**config.mk**
```make
export PLATFORM = sky130hd
export DESIGN_NAME = lzc_stream
export DESIGN_NICKNAME = d
export VERILOG_FILES = /design/src/rtl/lzc_stream.sv
export SDC_FILE = /design/constraint.sdc
export NUM_CORES = 1
export LEC_CHECK = 0
export CORE_UTILIZATION = 59
export CTS_CLUSTER_SIZE = 30
export DETAILED_ROUTE_END_ITERATION = 12
export PLACE_DENSITY = 0.85
export SLEW_MARGIN = 10
export SYNTH_ARGS = -nofsm -noshare
export SYNTH_HDL_FRONTEND = slang
export SYNTH_SLANG_ARGS = --single-unit
export TNS_END_PERCENT = 1
```
**constraint.sdc**
```tcl
create_clock -name clk_i -period 4.6 [get_ports clk_i]
set_input_delay 0.69 -clock clk_i [delete_from_list [all_inputs] [get_ports clk_i]]
set_output_delay 0.69 -clock clk_i [all_outputs]
set_load 0.005 [all_outputs]
```
**src/rtl/lzc_stream.sv**
```systemverilog
// Streaming leading/trailing zero/one counter over multi-word packets, 2-stage pipeline.
// Define LZC_STREAM_SAT_EN to saturate the count (and report out_sat_o) instead of wrapping.
module lzc_stream #(
    parameter int N     = 8,
    parameter int GRP   = 4,
    parameter int CNT_W = 8
) (
    input  logic             clk_i,
    input  logic             rst_ni,
    input  logic             in_valid_i,
    output logic             in_ready_o,
    input  logic [N-1:0]     in_data_i,
    input  logic [1:0]       in_mode_i,
    input  logic             in_last_i,
    output logic             out_valid_o,
    input  logic             out_ready_i,
    output logic [CNT_W-1:0] out_count_o,
    output logic             out_hit_o,
    output logic             out_sat_o
);
    localparam int WC_W = $clog2(N + 1);
    localparam int NG   = N / GRP;
    localparam int GC_W = $clog2(GRP + 1);
    localparam int SW   = CNT_W + 1;

    logic             first_q, first_d;
    logic [1:0]       mode_q, mode_d, mode_eff;
    logic             accept;
    logic [N-1:0]     scan_w;
    logic [NG-1:0]    gz;
    logic [NG-1:0][GC_W-1:0] gc;
    logic [WC_W-1:0]  wc;

    logic             s1_vld_q, s1_wh_q, s1_first_q, s1_last_q;
    logic [WC_W-1:0]  s1_wc_q;
    logic             s1_adv;

    logic [CNT_W-1:0] acc_q, acc_d, acc_nx, base_acc;
    logic             ph_q, ph_d, ph_nx, base_ph;
    logic             sat_q, sat_d, sat_nx, base_sat;
    logic [SW-1:0]    sum;

    logic             ovld_q, ohit_q, osat_q;
    logic [CNT_W-1:0] ocnt_q;

    assign accept   = in_valid_i && in_ready_o;
    assign mode_eff = first_q ? in_mode_i : mode_q;
    assign first_d  = accept ? in_last_i : first_q;
    assign mode_d   = (accept && first_q) ? in_mode_i : mode_q;

    // Normalise every mode to "count leading zeros": reverse for trailing, invert for ones.
    always_comb begin
        for (int i = 0; i < N; i++)
            scan_w[i] = mode_eff[0] ? in_data_i[N-1-i] : in_data_i[i];
        if (mode_eff[1]) scan_w = ~scan_w;
    end

    for (genvar g = 0; g < NG; g++) begin : g_grp
        logic [GRP-1:0]  bits;
        logic [GC_W-1:0] cnt;
        assign bits = scan_w[N-1-g*GRP -: GRP];
        always_comb begin
            cnt = GC_W'(GRP);
            for (int i = 0; i < GRP; i++)
                if (bits[i]) cnt = GC_W'(GRP - 1 - i);
        end
        assign gz[g] = ~|bits;
        assign gc[g] = cnt;
    end

    // Group 0 is the MSB group; the lowest-index non-empty group wins.
    always_comb begin
        wc = WC_W'(N);
        for (int g = NG - 1; g >= 0; g--)
            if (!gz[g]) wc = WC_W'(g * GRP) + WC_W'(gc[g]);
    end

    // A last beat may only retire when the output register is free or draining.
    assign s1_adv     = s1_vld_q && (!s1_last_q || !ovld_q || out_ready_i);
    assign in_ready_o = !s1_vld_q || s1_adv;

    always_comb begin
        base_acc = s1_first_q ? '0 : acc_q;
        base_ph  = s1_first_q ? 1'b0 : ph_q;
        base_sat = s1_first_q ? 1'b0 : sat_q;
        acc_nx   = base_acc;
        ph_nx    = base_ph;
        sat_nx   = base_sat;
        sum      = SW'(base_acc) + SW'(s1_wc_q);
        if (!base_ph) begin
            ph_nx  = s1_wh_q;
            acc_nx = sum[CNT_W-1:0];
`ifdef LZC_STREAM_SAT_EN
            if (sum[CNT_W]) begin
                acc_nx = '1;
                sat_nx = 1'b1;
            end
`endif
        end
        acc_d = acc_q;
        ph_d  = ph_q;
        sat_d = sat_q;
        if (s1_adv) begin
            acc_d = s1_last_q ? '0   : acc_nx;
            ph_d  = s1_last_q ? 1'b0 : ph_nx;
            sat_d = s1_last_q ? 1'b0 : sat_nx;
        end
    end

    always_ff @(posedge clk_i or negedge rst_ni) begin
        if (!rst_ni) begin
            first_q    <= 1'b1;
            mode_q     <= '0;
            s1_vld_q   <= 1'b0;
            s1_wc_q    <= '0;
            s1_wh_q    <= 1'b0;
            s1_first_q <= 1'b0;
            s1_last_q  <= 1'b0;
            acc_q      <= '0;
            ph_q       <= 1'b0;
            sat_q      <= 1'b0;
            ovld_q     <= 1'b0;
            ocnt_q     <= '0;
            ohit_q     <= 1'b0;
            osat_q     <= 1'b0;
        end else begin
            first_q <= first_d;
            mode_q  <= mode_d;
            acc_q   <= acc_d;
            ph_q    <= ph_d;
            sat_q   <= sat_d;
            if (in_ready_o) s1_vld_q <= in_valid_i;
            if (accept) begin
                s1_wc_q    <= wc;
                s1_wh_q    <= (wc != WC_W'(N));
                s1_first_q <= first_q;
                s1_last_q  <= in_last_i;
            end
            if (s1_adv && s1_last_q) begin
                ovld_q <= 1'b1;
                ocnt_q <= acc_nx;
                ohit_q <= ph_nx;
                osat_q <= sat_nx;
            end else if (out_ready_i) begin
                ovld_q <= 1'b0;
            end
        end
    end

    assign out_valid_o = ovld_q;
    assign out_count_o = ocnt_q;
    assign out_hit_o   = ohit_q;
    assign out_sat_o   = osat_q;
endmodule

```
# [Word-level counts from Yosys, hierarchy flattened]
# Index checks and enable logic that the tools add are counted.
[word_totals] regBits=32 in_bits=15 output_inout_bits=12 wordCells=61
[op_classes] n_addsub=2 n_eq_ne=1 muxes=30 bitwise_logic=1 reduce_logical=13
[op_table] cell="$mux W8" count=4
[op_table] cell="$mux W3" count=8
[op_table] cell="$mux W1" count=15
[op_table] cell="$add A8 B4 Y8" count=1
[op_table] cell="$mux W4" count=2
[op_table] cell="$not A8 Y8" count=1
[op_table] cell="$reduce_or A4 Y1" count=2
[op_table] cell="$add A3 B3 Y4 const A" count=1
[op_table] cell="$logic_and A1 B1 Y1" count=4
[op_table] cell="$ne A4 B4 Y1 const B" count=1
[op_table] cell="$logic_not A1 Y1" count=3
[op_table] cell="$logic_or A1 B1 Y1" count=3
[op_table] cell="$mux W2" count=1
[op_table] cell="$reduce_bool A2 Y1" count=1

# [Depth between registers and ports, before layout]
[depth] ltp_word=12 ltp_mapped=10 mapped_depth_nobuf=9

# [Worst setup path after synthesis]
# Ideal clock, no wire load.
[synth_path] path_type="register to register" from="register s1_first_q" to="register ocnt_q[6] (netlist: out_count_o[6])" setup_ns=0.095 arrival_time_ns=2.025 required_ns=4.505 slack_ns=2.480 path_stages_with_launch=11 n_path_buf=1 period_less_slack_ns=2.120 cell_sequence="dfrtp_1 -> clkbuf_1 -> nor2b_1 -> ha_1 -> inv_1 -> fa_1 -> nor2b_1 -> o21a_1 -> o211ai_1 -> xor2_1 -> o31ai_1"
[synth_via] elab_chain_cells=3 elab_cells_between_ends=4 cone_classes="add/sub (1); mux (3)"
[synth_lines] item="start: declaration" line="34" rtl="logic s1_vld_q, s1_wh_q, s1_first_q, s1_last_q;"
[synth_lines] item="start signal: assignment" line="136" rtl="s1_first_q <= first_q;"
[synth_lines] item="$mux W8" line="83" rtl="base_acc = s1_first_q ? '0 : acc_q;"
[synth_lines] item="$add A8 B4 Y8" line="89" rtl="sum = SW'(base_acc) + SW'(s1_wc_q);"
[synth_lines] item="$mux W8 (*)" line="90" rtl="if (!base_ph) begin"
[synth_lines] item="end signal: assignment" line="141" rtl="ocnt_q <= acc_nx;"
[synth_lines] item="end: declaration" line="44" rtl="logic [CNT_W-1:0] ocnt_q;"
# Mark *: on every way between the ends. The rest lies on a longest branch, timed or not.
# A chain may end at the register's enable or synchronous reset.

# [Worst setup path in the final report]
[layout_path] from="input out_ready_i" to="output in_ready_o"
[layout_via] elab_chain_cells=3
[layout_lines] item="start: declaration" line="16" rtl="input logic out_ready_i,"
[layout_lines] item="$logic_or A1 B1 Y1" line="79" rtl="assign s1_adv = s1_vld_q && (!s1_last_q || !ovld_q || out_ready_i);"
[layout_lines] item="$logic_and A1 B1 Y1" line="79"
[layout_lines] item="$logic_or A1 B1 Y1" line="80" rtl="assign in_ready_o = !s1_vld_q || s1_adv;"
[layout_lines] item="end: declaration" line="11" rtl="output logic in_ready_o,"
# Every way passes these cells.

==> flow_summary.json <==
{
  "drt-initial-drc-count": 81,
  "setup_ws_ns": 2.01,
  "die-area_um2": 3650,
  "drive_gt1_share_pct": 8.03,
  "r2r-end": "out_count_o[6]",
  "synthArstFlopShare_pct": 100,
  "syn_to_final_growth_pct": 16.3,
  "yosys_warnings": 0,
  "p_per_area_nw_per_um2": 400,
  "grt_pass1_wl_um": 6650,
  "nets": 268,
  "cts_buffers": 5,
  "synthAdderAreaFrac_pct": 3.48,
  "criticalPathCategory": "in2out",
  "cts_root_buf": "clkbuf_4",
  "syn_inst": 225,
  "start_util_pct": 63.9,
  "hold_path.class": "reg2reg",
  "postRouteAntennaNets": 0,
  "avgSynthCellArea_um2": 8.96,
  "ys.flop_type": "dfrtp_1",
  "crit_top_cell": "clkdlybuf4s50_1",
  "synth_top_family_by_area": "simple AND/OR/NAND/NOR gates",
  "ir_drop_v": 0.000210,
  "ys_top_cells_by_count": "nand2_1, dfrtp_1, o21ai_0",
  "synth_edf_count": 0,
  "cts.sink_count": 32,
  "max_freq_mhz": 386,
  "crit_fanout": 4,
  "wl_per_cell_um": 13.1,
  "tightest_slew_ns": 0.711,
  "worstSetupEndpointType": "primary output",
  "routabilityCongestion": 0.854,
  "status": "finished, final reports clean",
  "wl_met3_um": 179,
  "cts_tree": "built",
  "io_buffer_count": 26,
  "cts_buffer_depth": 2,
  "cellLeakagePower_uw": 0.00100,
  "diodes": 0,
  "synth_mux_area_share_pct": 4.97,
  "maxSlewViolCount": 0,
  "placed_area_um2": 2270,
  "fp.dieW_um": 60.5,
  "placedCellCount": 285,
  "required_ns": 3.91,
  "synthSimpleGateAreaFrac_pct": 24.0,
  "regToRegSetupSlack_ns": 2.30,
  "synth_area_leaders": "dfrtp_1, nand2_1, o21ai_0",
  "fp.dieH_um": 60.5,
  "hold_path_end": "out_count_o[2]",
  "wl_um": 3830,
  "insertion_delay_ns": 0.35,
  "cts_hold_buf": 0,
  "post_cts_buffers": 0,
  "maxCapViolCount": 0,
  "synth_seq_cells": 32,
  "vias": 1694,
  "met1_length_um": 1810,
  "synth-xor-area-share_pct": 1.74,
  "fin_crit_sh_pct": 56.3,
  "reg2reg_depth": 9,
  "worst_setup_path_start_kind": "input port",
  "grt_usage_pct": 25.0,
  "synth_area_um2": 2020,
  "cts_resized": 0,
  "r2r_start": "s1_first_q",
  "max_stage_delay_ns": 0.53,
  "finalSetupViolCount": 0,
  "cts_max_level": 2,
  "antenna_found_initial": 0,
  "hold_slack_ns": 0.484,
  "dp_slack_ns": 2.00,
  "synth-compound-area-share_pct": 20.2,
  "num_io_pins": 27,
  "synth_top_area_cell": "dfrtp_1",
  "cp_cell_sequence": "clkdlybuf4s50_1, nand4b_1, clkdlybuf4s50_1",
  "dpl.hpwl_um": 2880,
  "routed.top_layer": "met4",
  "ys_types": 53,
  "finalSetupTns_ns": 0,
  "fin_cells": 293,
  "core_area_um2": 3150,
  "min-delay-start": "out_count_o[2]",
  "ys_seq_area_share_pct": 39.8,
  "vias_per_cell": 5.78,
  "met2_length_um": 1760,
  "num_rows": 20,
  "grt_overflow": 0,
  "slowest_stage": "clkdlybuf4s50_1",
  "syn_nets": 245,
  "finalHoldViolCount": 0,
  "yosysMostFrequentCell": "nand2_1",
  "relSlewSlack_pct": 52.4,
  "netlist.area_leader.share_pct": 38.5,
  "drc_errors": 0,
  "whs_path_depth": 2,
  "fin_area_um2": 2340,
  "fin_skew_ns": 0.0121,
  "drtPass1Iterations": 6,
  "finalCriticalPeriod_ns": 2.59,
  "grt_pass1_vias": 1506,
  "path_clk_slew_ns": 0.09,
  "cp_data_arrival_time_ns": 1.90,
  "rsz0062_at_grt": "false",
  "grt_max_degree": 33
}
## how the worst max path moves through the flow
stage,from,end,slack (ns),cells past startpoint
global route,out_ready_i,in_ready_o,1.95,3
global placement,out_ready_i,in_ready_o,2.04,3
CTS,out_ready_i,in_ready_o,2.01,3
detailed placement,out_ready_i,out_count_o[7],2.00,5
finish,out_ready_i,in_ready_o,2.01,3
floorplan,s1_first_q,out_count_o[6],2.48,10
## layer usage
layer / track usage (%) / up-vias
li1: - / 849
met1: 32.8 / 800
met2: 39.1 / 39
met3: 6.82 / 6
met4: 10.1 / 0
met5: 0 / -
## state kept, by name, indices dropped and copies added (netlist names), 2 cells and up
register	count
out_count_o	8
mode_q	2
acc_q	8
s1_wc_q	4
## layout by cell type (no fill, tap or decap), types with 2 or more instances in the layout
cell | netlist | layout
ha_1 | 4 | 4
nand4b_1 | 2 | 2
or4_1 | 2 | 2
mux2i_1 | 4 | 4
o21bai_1 | 2 | 2
inv_1 | 12 | 12
clkdlybuf4s50_1 | 0 | 26
nand4_1 | 3 | 3
o31ai_1 | 6 | 6
a22o_1 | 3 | 3
nor2_1 | 13 | 13
a21oi_1 | 12 | 12
o21ai_0 | 16 | 16
xor2_1 | 3 | 3
o21a_1 | 2 | 2
nor2b_1 | 10 | 10
nand2_1 | 37 | 37
dfrtp_1 | 31 | 31
nand2b_1 | 4 | 4
and2_1 | 3 | 3
nand3b_1 | 3 | 3
nand3_1 | 5 | 5
o311ai_0 | 2 | 2
clkbuf_4 | 0 | 5
mux2_2 | 2 | 2
o211ai_1 | 7 | 7
nor3b_1 | 2 | 2
## critical path, delay by kind of cell
family | cells | cell delay (ns)
buffers and inverters | 2 | 1.02
and+or+nand+nor | 1 | 0.18
## power by group
part,total (uW),switching (uW),internal (uW)
Combinational,329,160,169
Sequential,399,54.0,345
Clock,211,96.8,114
## cell type report
type                       count  area [um^2]
sequential                    32          802
tap                           44         55.1
clock buffer                   6         41.3
fill                         267          808
multi-input combinational    169         1090
clock inverter                 2         35.0
timing repair buffer          27          268
inverter                      13         48.8
## cells by family after synthesis
group	Yosys count
compound gates	59
xor+xnor	4
fa+ha+maj	5
buf+inv	24
flops	32
mux	8
simple gates	93
## metrics by stage
step | total power (uW) | utilization, %
2_1_floorplan | 619 | -
3_3_place_gp | 722 | 71.9
3_5_place_dp | 733 | 71.9
4_1_cts | 946 | 74.4
5_1_grt | 1010 | 74.4
6_report | 939 | 74.4
Note: power is estimated with default switching activity, not from simulation.
==> variant 1 (config.mk and constraints unchanged) <==
The parameter `N` goes from 8 to 16.
--- a/src/rtl/lzc_stream.sv
+++ b/src/rtl/lzc_stream.sv
@@ -3,3 +3,3 @@
 module lzc_stream #(
-    parameter int N     = 8,
+    parameter int N     = 16,
     parameter int GRP   = 4,
Interface: changed (resized in_data_i); port bits go from 27 to 35. The function was not compared with the original's and may differ.
==> variant 1 against the original RTL <==
- worst hold slack got worse by 0.0074 ns
- maximum frequency fell by 4.2%
- sequential cell count rose by 1
- design area rose by 18%
- die area rose by 15%
- setup slack got worse by 0.11 ns
- routed wire length rose by 29%
- total power rose by 6.1%
- clock skew fell by 0.0040 ns
- area after synthesis rose by 16%
- non-clock buffer count rose by 8
==> variant 1: results (changes against the original RTL) <==
stage	metric	value	unit	change
sta	worst_pin_slew	1.01	ns	+0.302 ns
clock_network	clk_latency	0.28	ns	-0.07 ns
drt	initialDrtViolationCount	120		+48%
drt	firstDrtPassIters	4		-2
global_route	track_usage	26.8	%	+1.8 points
place	place_congestion	0.927		+8.5%
final_layout	fillers	294		+10%
worst_hold_path	hold_end	out_count_o[3]$_DFFE_PN0P_		
clock_network	clk_pin_slew	0.07	ns	-0.02 ns
pwr	leakagePower	1.20	nW	+20%
pwr	vdd_drop_max	186	uV	-11%
place	port_buffers	34		+31%
critical_path	critPathArrivalTime	2.87	ns	+0.97 ns
synth	synth_fa_ha_area_share	3.54	%	+0.068 points
synth	synth_mux_area_share	6.39	%	+1.4 points
final_layout	nets	326		+22%
worst_hold_path	hold_start	out_count_o[3]$_DFFE_PN0P_		
synth	synthesis.nets	301		+23%
global_route	antenna_found_initial	0		unchanged
clock_network	root_buffer	clkbuf_8		
global_route	grt_pass1_wl	8800	um	+32%
critical_path	critPathMaxFanout	16		+12
global_route	grt_max_degree	34		+3.0%
sta	skew	0.00812	ns	-0.00400 ns
synth	synth_top_family_by_area	compound AO/OA/AOI/OAI gates		
run_status	status	completed		
final_layout	drive_gt1_share	5.70	%	-2.3 points
synth	synth_compound_area_share	25.6	%	+5.4 points
critical_path	rr_endpoint	acc_q[5]$_DFFE_PN0P_		
synth	ys_types	56		+5.7%
synth	synth_area_leaders	dfrtp_1, nand2_1, o21ai_0		
synth	async_reset_ff_share	100	%	unchanged
synth	seq_area_frac_synth	35.5	%	-4.3 points
synth	synth_xor_area_share	2.63	%	+0.89 points
drt	vias	2130		+26%
synth	netlist_top_cells_count	dfrtp_1, nand2_1, o21ai_0, a21oi_1, nor2_1		
critical_path	ff2ff_setup_slack	1.90	ns	-0.40 ns
critical_path	r2r_cells	8		-1
global_route	grt_pass1_vias	1980		+31%
place	dpl.hpwl	3690	um	+28%
==> variant 1: cell types whose count changed after synthesis, sizes merged, moves of 4 or more <==
cell / unedited run / this run
clkbuf: 5 / 11
nor3: 1 / 11
nand2: 37 / 32
o21ai: 16 / 23
inv: 13 / 8
mux2i: 5 / 10
o311ai: 3 / 7
==> variant 1: cells by family after synthesis <==
| family | after synthesis |
|---|---|
| flops | 33 |
| compound gates | 88 |
| fa+ha+maj | 6 |
| buf+inv | 25 |
| simple gates | 99 |
| xor+xnor | 7 |
| mux | 14 |
==> variant 1: where the power goes <==
part | leakage (nW) | internal, mW | total, mW | switching [mW]
sequential | 0.426 | 0.341 | 0.383 | 0.0427
combinational | 0.718 | 0.160 | 0.334 | 0.175
clock | 0.0585 | 0.177 | 0.279 | 0.102
total | 1.20 | 0.677 | 0.996 | 0.319
==> variant 1: worst max-delay path by stage <==
stage	start	endpoint	depth (start not counted)
floorplan	s1_first_q$_DFFE_PN0P_	acc_q[5]$_DFFE_PN0P_	9
global placement	in_data_i[0]	s1_wc_q[0]$_DFFE_PN0P_	7
detailed placement	in_data_i[0]	s1_wc_q[0]$_DFFE_PN0P_	7
CTS	s1_first_q$_DFFE_PN0P_	acc_q[5]$_DFFE_PN0P_	8
global route	s1_first_q$_DFFE_PN0P_	acc_q[5]$_DFFE_PN0P_	8
finish	s1_first_q$_DFFE_PN0P_	acc_q[5]$_DFFE_PN0P_	8
==> variant 1: routing by layer <==
metal  part of all wire, %  vias to the layer above  track usage, %
met5                     0                        -               0
li1                      -                     1069               -
met2                    50                       59            47.4
met1                    45                      991            31.1
met4                   2.0                        0            11.9
met3                   3.2                       11            4.93
==> variant 1: final cells by class <==
type	count	area, sq um	share of cell area, %
Clock inverter	1	30.0	1.08
Sequential cell	33	827	29.8
Timing Repair Buffer	35	348	12.5
Clock buffer	7	86.3	3.11
Inverter	8	30.0	1.08
Tap cell	48	60.1	2.16
Multi-Input combinational cell	214	1400	50.2
==> variant 1: worst max-delay path: stages (launching register included) <==
cell and delay [ns]:
dfrtp_1 0.58, nor2b_1 0.31, ha_1 0.28, a21o_1 0.15, a21oi_1 0.24, nor2b_1 0.10
o311ai_1 0.50, xor2_1 0.14, a221o_1 0.31
==> variant 1: stage by stage <==
stage | hold WS [ns] | utilization, % | instance area, sq um | setup slack [ns] | std cells
floorplan | 0.394 | - | 2330 | 2.16 | 272
global placement | 0.460 | 71.6 | 2660 | 1.73 | 338
detailed placement | 0.467 | 71.6 | 2660 | 1.67 | 338
CTS | 0.482 | 74.7 | 2780 | 1.90 | 346
global route | 0.499 | 74.7 | 2780 | 1.67 | 346
finish | 0.476 | 74.7 | 2780 | 1.90 | 346
==> variant 2 (config.mk and constraints unchanged) <==
Without the edit above. Add an input register stage for `in_mode_i`; this delays it by one clock. The other inputs are not delayed to match.
--- a/src/rtl/lzc_stream.sv
+++ b/src/rtl/lzc_stream.sv
@@ -25,2 +25,8 @@
 
+    logic [1:0] in_mode_q;
+
+    always_ff @(posedge clk_i) begin
+        in_mode_q <= in_mode_i;
+    end
+
     logic             first_q, first_d;
@@ -46,5 +52,5 @@
     assign accept   = in_valid_i && in_ready_o;
-    assign mode_eff = first_q ? in_mode_i : mode_q;
+    assign mode_eff = first_q ? in_mode_q : mode_q;
     assign first_d  = accept ? in_last_i : first_q;
-    assign mode_d   = (accept && first_q) ? in_mode_i : mode_q;
+    assign mode_d   = (accept && first_q) ? in_mode_q : mode_q;
 
Formal check against the unedited RTL: not equivalent (a bounded check fails within 4 cycles, from zero or initial values and one cycle with rst_ni low).
==> variant 2 against the original RTL <==
- sequential cell count grew 2
- die area decreased by 0.25%
- total power is 10% higher
- area after synthesis decreased by 0.25%
- largest power group unchanged
- setup slack lost 0.0046 ns
- routed wire length rose by 5.3%
- critical path type is now reg -> reg
- design area increased by 1.7%
- critical endpoint is now acc_q[6]$_DFFE_PN0P_
- first-iteration DRC count decreased by 20%
- clock power rose by 33%
- via count fell by 0.59%
==> variant 2: results (changes against the original RTL) <==
stage	metric	value	unit	change
clock_network	cts_resized	0		unchanged
synth	async_reset_ff_share	94.1	%	-5.9 points
sta	skew	0.00148	ns	-0.0106 ns
clock_network	clk_pin_slew	0.11	ns	+0.02 ns
place	dp_cells	282		-1.1%
critical_path	critPathArrivalTime	2.85	ns	+0.95 ns
synth	yosys_warnings	0		unchanged
global_route	grt_pass1_wl	6820	um	+2.6%
final_layout	num_antenna_cells	0		unchanged
pwr	vdd_drop_max	202	uV	-3.8%
pwr	leakagePower	1.03	nW	+3.1%
clock_network	root_buffer	clkbuf_4		
place	port_buffers	26		unchanged
critical_path	r2r_cells	9		unchanged
critical_path	crit_path_start	s1_first_q$_DFFE_PN0P_		
pwr	seqPwrFrac	40.5	%	-2.0 points
sta	layout_setup_ws	2.01	ns	-0.00460 ns
worst_hold_path	hold_start	out_count_o[2]$_DFFE_PN0P_		
drt	routedWlPerCell	13.9	um	+6.3%
synth	synthesis.nets	242		-1.2%
place	dpl.hpwl	2980	um	+3.7%
critical_path	critPathMaxFanout	14		+10
floorplanning	start_util	63.8	%	-0.16 points
drt	vias_per_cell	5.81		+0.44%
global_route	track_usage	26.1	%	+1.1 points
critical_path	crit_path_end	acc_q[6]$_DFFE_PN0P_		
place	place_congestion	0.910		+6.5%
place	place_area	2280	sq um	+0.39%
pwr	p_int	0.707	mW	+13%
synth	synth_area_leaders	dfrtp_1, nand2_1, o21ai_0		
final_layout	nets	265		-1.1%
synth	netlist_top_cells_count	dfrtp_1, nand2_1, o21ai_0, nor2_1, inv_1		
drt	firstDrtPassIters	4		-2
final_layout	fin_cells	290		-1.0%
global_route	grt_pass1_vias	1570		+4.2%
sta	worst_pin_slew	0.580	ns	-0.131 ns
clock_network	postCtsSetupBuffers	0		unchanged
drt	initialDrtViolationCount	65		-20%
sta	hold_ws	0.488	ns	+0.00421 ns
worst_hold_path	hold_end	out_count_o[2]$_DFFE_PN0P_		
clock_network	cts.path.max_buffers	2		unchanged
run_status	status	completed		
critical_path	ff2ff_setup_slack	2.01	ns	-0.29 ns
synth	syn_inst	222		-1.3%
global_route	grt_max_degree	33		unchanged
final_layout	drive_gt1_share	7.32	%	-0.72 points
pwr	p_comb	0.335	mW	+2%
final_layout	fillers	242		-9.4%
synth	seq_area_frac_synth	41.9	%	+2.1 points
clock_network	clk_latency	0.35	ns	about the same
synth	ys_types	45		-15%
global_route	antenna_found_initial	0		unchanged
## variant 2: changes by cell type in the layout (fill, tap and decap cells not counted), moves of 4 or more
cell / change
nand2b_1: +4
o211ai_1: -7
a211oi_1: +5
a21oi_1: -6
o21ai_0: +5
nand2_1: -9
a311oi_1: +4
## variant 2: cell families after synthesis
logic type | Yosys count | share of synthesized area (%)
buffers and inverters | 24 | 5.23
XOR/XNOR | 5 | 2.18
flip-flops | 34 | 41.9
AO/OA/AOI/OAI | 59 | 19.5
adder cells (fa/ha/maj) | 5 | 3.48
AND/OR/NAND/NOR | 83 | 20.8
multiplexers | 12 | 6.91
## variant 2: metal layers
metal | vias to the layer above | routed length, um | GRT usage [%]
li1 | 838 | - | -
met1 | 796 | 1760 | 31.7
met5 | - | 0 | 0
met2 | 42 | 2000 | 42.7
met3 | 8 | 176 | 7.25
met4 | 0 | 89 | 12.6
## variant 2: worst max-delay path: stages, from the launching register on
cell and delay (ns):
dfrtp_1 0.56, nor2b_1 0.20, ha_1 0.21, inv_1 0.06, fa_1 0.40, nor2b_1 0.14, o21ai_1 0.11, a21oi_1 0.26
mux2_2 0.36, a22o_1 0.19
## variant 2: final cells by class
cell class | instances | area (sq um) | share of cell area (%)
multi-input combinational | 164 | 1060 | 44.6
tap | 44 | 55.1 | 2.31
clock inverter | 3 | 68.8 | 2.89
timing repair buffer | 27 | 268 | 11.2
clock buffer | 5 | 37.5 | 1.57
inverter | 13 | 48.8 | 2.05
sequential | 34 | 842 | 35.3
## variant 2: metrics by stage
step / util [%] / total power [mW]
global route: 75.6 / 1.11
global placement: 72.2 / 0.742
detailed placement: 72.2 / 0.758
finish: 75.6 / 1.03
CTS: 75.6 / 1.04
floorplan: - / 0.638
